--- config.mk ---
export PLATFORM = sky130hd
export DESIGN_NAME = button_debouncer
export DESIGN_NICKNAME = d
export VERILOG_FILES = /design/src/rtl/button_debouncer.sv
export SDC_FILE = /design/constraint.sdc
export NUM_CORES = 1
export LEC_CHECK = 0
export ABC_AREA = 1
export BUFFER_PORTS_ARGS = -buffer_cell sky130_fd_sc_hd__buf_2
export CAP_MARGIN = 15
export CELL_PAD_IN_SITES_DETAIL_PLACEMENT = 0
export CELL_PAD_IN_SITES_GLOBAL_PLACEMENT = 1
export CORE_AREA = 2 2 102 128
export DETAILED_ROUTE_END_ITERATION = 10
export DIE_AREA = 0 0 104 130
export GPL_ROUTABILITY_DRIVEN = 0
export PLACE_DENSITY = 0.89
export SYNTH_ARGS = -nofsm -noshare
export SYNTH_HDL_FRONTEND = slang
export SYNTH_SLANG_ARGS = --single-unit
--- constraint.sdc ---
create_clock -name clk -period 5.1 [get_ports clk]
set_input_delay 0.255 -clock clk [delete_from_list [all_inputs] [get_ports clk]]
set_output_delay 0.255 -clock clk [all_outputs]
set_load 0.01 [all_outputs]
--- src/rtl/button_debouncer.sv ---
// Per-channel button debouncer with one-cycle press pulses and registered level/held outputs.
// Hold-to-repeat pulses are built only when AUTOREPEAT_EN is defined; otherwise held_out is tied 0.
module button_debouncer #(
   parameter int CHANNELS      = 4,
   parameter int CNT_WIDTH     = 20,
   parameter int DEB_CYCLES    = 5000,
   parameter int REPEAT_DELAY  = 500000,
   parameter int REPEAT_PERIOD = 100000
) (
   input  logic                clk,
   input  logic                reset,
   input  logic [CHANNELS-1:0] btn_in,
   output logic [CHANNELS-1:0] level_out,
   output logic [CHANNELS-1:0] pulse_out,
   output logic [CHANNELS-1:0] held_out
);

   typedef enum logic [2:0] {
      S_IDLE,
      S_ARM,
      S_PRESSED,
`ifdef AUTOREPEAT_EN
      S_REPEAT,
`endif
      S_RELEASE
   } state_t;

   localparam logic [CNT_WIDTH-1:0] DEB_LAST = CNT_WIDTH'(DEB_CYCLES - 1);
   localparam logic [CNT_WIDTH-1:0] CNT_ONE  = CNT_WIDTH'(1);
`ifdef AUTOREPEAT_EN
   localparam logic [CNT_WIDTH-1:0] RPT_DELAY_LAST  = CNT_WIDTH'(REPEAT_DELAY - 1);
   localparam logic [CNT_WIDTH-1:0] RPT_PERIOD_LAST = CNT_WIDTH'(REPEAT_PERIOD - 1);
`else
   logic unused_repeat_cfg;
   assign unused_repeat_cfg = ^{REPEAT_DELAY, REPEAT_PERIOD};
`endif

   for (genvar g = 0; g < CHANNELS; g++) begin : g_ch
      state_t               state_q;
      logic [CNT_WIDTH-1:0] cnt_q;
      logic [CNT_WIDTH-1:0] cnt_inc;
      logic                 level_q;
      logic                 pulse_q;
`ifdef AUTOREPEAT_EN
      logic                 held_q;
`endif

      // Saturating increment: a long hold must never wrap back into a match.
      assign cnt_inc = (&cnt_q) ? cnt_q : cnt_q + CNT_ONE;

      always_ff @(posedge clk) begin
         if (reset) begin
            state_q <= S_IDLE;
            cnt_q   <= '0;
            level_q <= 1'b0;
            pulse_q <= 1'b0;
`ifdef AUTOREPEAT_EN
            held_q  <= 1'b0;
`endif
         end else begin
            pulse_q <= 1'b0;
            case (state_q)
               S_IDLE: begin
                  if (btn_in[g]) begin
                     state_q <= S_ARM;
                     cnt_q   <= CNT_ONE;
                  end
               end
               S_ARM: begin
                  if (!btn_in[g]) begin
                     state_q <= S_IDLE;
                     cnt_q   <= '0;
                  end else if (cnt_q == DEB_LAST) begin
                     state_q <= S_PRESSED;
                     cnt_q   <= '0;
                     level_q <= 1'b1;
                     pulse_q <= 1'b1;
                  end else begin
                     cnt_q <= cnt_inc;
                  end
               end
               S_PRESSED: begin
                  if (!btn_in[g]) begin
                     state_q <= S_RELEASE;
                     cnt_q   <= CNT_ONE;
`ifdef AUTOREPEAT_EN
                  end else if (cnt_q == RPT_DELAY_LAST) begin
                     state_q <= S_REPEAT;
                     cnt_q   <= '0;
                     pulse_q <= 1'b1;
                     held_q  <= 1'b1;
`endif
                  end else begin
                     cnt_q <= cnt_inc;
                  end
               end
`ifdef AUTOREPEAT_EN
               S_REPEAT: begin
                  if (!btn_in[g]) begin
                     state_q <= S_RELEASE;
                     cnt_q   <= CNT_ONE;
                     held_q  <= 1'b0;
                  end else if (cnt_q == RPT_PERIOD_LAST) begin
                     cnt_q   <= '0;
                     pulse_q <= 1'b1;
                  end else begin
                     cnt_q <= cnt_inc;
                  end
               end
`endif
               S_RELEASE: begin
                  // A 1 here is release bounce: back to PRESSED silently, repeat timing restarts.
                  if (btn_in[g]) begin
                     state_q <= S_PRESSED;
                     cnt_q   <= '0;
                  end else if (cnt_q == DEB_LAST) begin
                     state_q <= S_IDLE;
                     cnt_q   <= '0;
                     level_q <= 1'b0;
                  end else begin
                     cnt_q <= cnt_inc;
                  end
               end
               default: begin
                  state_q <= S_IDLE;
                  cnt_q   <= '0;
                  level_q <= 1'b0;
               end
            endcase
         end
      end

      assign level_out[g] = level_q;
      assign pulse_out[g] = pulse_q;
`ifdef AUTOREPEAT_EN
      assign held_out[g]  = held_q;
`else
      assign held_out[g]  = 1'b0;
`endif
   end

endmodule

==> impl_metrics.env <==
export IMPL_clk_pin_slew_ns=0.07
export IMPL_viasPerCell=4.914
export IMPL_rsz0062_at_grt="no"
export IMPL_drtIter0Drc=177
export IMPL_critPathMaxFanout=12
export IMPL_ys_flop_type="dfxtp_1"
export IMPL_grt_pass1_vias=4948
export IMPL_comb_power_share_pct=14.9
export IMPL_die_h_um=130
export IMPL_period_needed_ns=2.004
export IMPL_fin_setup_tns_ns=0
export IMPL_place_ws_ns=2.955
export IMPL_avgSynthCellArea_um2=6.452
export IMPL_cts_sinks=96
export IMPL_dp_cells=1061
export IMPL_ys_async_sr_fraction_pct=0
export IMPL_syn_to_final_growth_pct=7.485
export IMPL_antenna_found_initial=0
export IMPL_synth_compound_area_share_pct=9.469
export IMPL_cts_buffers=9
export IMPL_ys_warn_count=0
export IMPL_grt_overflow_total=0
export IMPL_power_frac_clock_pct=40.4
export IMPL_grt_pass1_wl_um=21940
export IMPL_num_rows=46
export IMPL_synth_top_family_by_area="simple AND/OR/NAND/NOR gates"
export IMPL_initial_core_util_pct=46.66
export IMPL_firstDrtPassIters=4
export IMPL_ctsHoldBuffers=0
export IMPL_die_w_um=104
export IMPL_worstPathArrival_ns=2.25
export IMPL_netlist_instances=899
export IMPL_grt_max_degree=28
export IMPL_route_vias_total=5288
export IMPL_synthSimpleGateAreaFrac_pct=42.36
export IMPL_io_pin_count=18
export IMPL_cts_root_buf="clkbuf_16"
export IMPL_grt_use_total_pct=19.72
export IMPL_cts_buffer_depth=2
export IMPL_start_kind="flop"
export IMPL_drc=0
export IMPL_nNetsFinal=914
export IMPL_fin_crit_sh_pct=39.30
export IMPL_netSwitchingPower_uw=519.1
export IMPL_whs_ns=0.2388
export IMPL_slew_viol_final=0
export IMPL_hold_violations=0
export IMPL_worstHoldPathType="input port to flop"
export IMPL_synthAdderAreaFrac_pct=0.8628
export IMPL_layout_drive_gt1_share_pct=10.79
export IMPL_leakagePower_uw=0.002371
export IMPL_synth_cell_type_count=39
export IMPL_fp_coreArea_um2=12430
export IMPL_cts_tree="built"
export IMPL_final_setup_skew_ns=0.005303
export IMPL_final_antenna_net_count=0
export IMPL_post_cts_buffers=0
export IMPL_pwr_density_cell_nw_per_um2=289.2
export IMPL_status="finished clean"
export IMPL_layout_common_cells="nand2_1 (198), nor2_1 (144), inv_1 (116)"
export IMPL_die_area_um2=13520
export IMPL_irDropWorstVdd_uv=119.4
export IMPL_hpwlAfterDp_um=9652
export IMPL_synthesis_area_um2=5801
export IMPL_cap_violations=0
export IMPL_worstSetupEndpointType="flop"
export IMPL_intPower_uw=1284
export IMPL_diodes=0
export IMPL_worstPathRequired_ns=5.35
export IMPL_synthXorXnorAreaFrac_pct=3.020
export IMPL_htree_levels=3
export IMPL_synth_seq_cells=96
export IMPL_crit_type="flop to flop"
export IMPL_wl_per_cell_um=11.83
export IMPL_switching_share_pct=28.79
export IMPL_synth_edff_count=0
export IMPL_setup_viol=0
export IMPL_clock_latency_ns=0.35
export IMPL_synth_mux_area_share_pct=0
export IMPL_final_cells=1076
export IMPL_power_frac_seq_pct=44.8
export IMPL_worst_slew_pin_slew_ns=0.5487
export IMPL_seq_area_frac_synth_pct=33.13
export IMPL_slew_headroom_pct=63.42
export IMPL_fmax_mhz=498.9
export IMPL_layout_setup_ws_ns=3.096
export IMPL_ctsResizeCount=0
export IMPL_mostFrequentLayoutCell="nand2_1"
export IMPL_io_buffers=13
export IMPL_drt_wl_total_um=12730
-- registers in the layout (all words and copies together), names as in the netlist, named ones only --
| name | cells |
|---|---|
| g_ch.state_q | 4 |
| g_ch.pulse_q | 4 |
| g_ch.level_q | 4 |
| g_ch.cnt_q | 80 |
-- logic make-up (layout without fill, tap and decap cells) --
family | count (synthesis) | after routing
buffers and inverters | 149 | 155
other | 1 | 4
xor gates and xnor gates | 20 | 20
adders and majority gates | 4 | 4
DFF | 96 | 96
and+or+nand+nor | 527 | 527
AOI/OAI and AO/OA | 102 | 102
-- synth_stat cells (5+ instances only) --
| master | count | share of area [%] |
|---|---|---|
| nor2_1 | 144 | 9.3 |
| inv_1 | 116 | 7.5 |
| buf_4 | 14 | 1.8 |
| nand3_2 | 7 | 1.2 |
| nor3_1 | 25 | 2.2 |
| xor2_1 | 19 | 2.9 |
| o21bai_1 | 7 | 0.91 |
| nand4_1 | 25 | 2.7 |
| dfxtp_1 | 96 | 33 |
| nor3_2 | 5 | 0.86 |
| inv_2 | 8 | 0.52 |
| nor2_4 | 8 | 1.6 |
| nand2_1 | 198 | 13 |
| nand3_1 | 68 | 5.9 |
| nor2_2 | 17 | 1.8 |
| o21ai_0 | 40 | 3.5 |
| a21oi_1 | 43 | 3.7 |
| nand2_2 | 16 | 1.7 |
-- through the flow --
stage | power [uW] | instance area [um2] | util, %
final | 1803 | 6235 | 50.15
after global routing | 1895 | 6235 | 50.15
after CTS | 1827 | 6235 | 50.15
after detailed placement | 1095 | 5923 | 47.64
after global placement | 1094 | 5923 | 47.64
after floorplan | 1044 | 5812 | -
-- cell type report --
class / count / area [um2]
timing repair buffer: 13 / 65.06
clock inverter: 5 / 82.58
fill: 1351 / 6197
clock buffer: 10 / 229.0
tap: 168 / 210.2
multi-input combinational: 657 / 3247
sequential: 96 / 1922
inverter: 127 / 479.2
-- layer usage --
metal  global-route usage, %  share of wire (%)  routed length, um  vias up
met5                       0                  0                  0        -
met1                   23.72                 47               6024     2362
met2                   35.49                 49               6236       53
li1                        -                  -                  -     2857
met3                   2.597                1.7                217       16
met4                   8.665                2.0                250        0
-- power by group through the flow --
stage | registers (uW) | logic, uW | clock network [uW]
CTS | 807 | 271 | 749
finish | 807 | 268 | 728
global route | 812 | 310 | 774
global placement | 823 | 270 | 0
floorplan | 817 | 227 | 0
detailed placement | 825 | 270 | 0
-- worst paths after layout --
kind,slack (ns),cells after the start,end,from
setup / recovery,3.10,12,g_ch[3].cnt_q[15],g_ch[3].cnt_q[0]
hold / removal,0.24,3,g_ch[3].pulse_q,btn_in[3]
setup reg to reg,3.10,12,g_ch[3].cnt_q[15],g_ch[3].cnt_q[0]
hold reg to reg,0.48,2,g_ch[1].level_q,g_ch[1].level_q
-- worst max-delay path, cell delays in order, from the launching register on --
cell and delay [ns]:
dfxtp_1 0.38, ha_1 0.18, nand2_1 0.07, inv_1 0.05
nand3_1 0.06, nor2_1 0.10, nand3_1 0.11, nand2_1 0.15
nand3_1 0.09, nand2_1 0.37, inv_1 0.18, o21ai_0 0.11
nor2_1 0.05
Power figures use the tool's default switching activity.
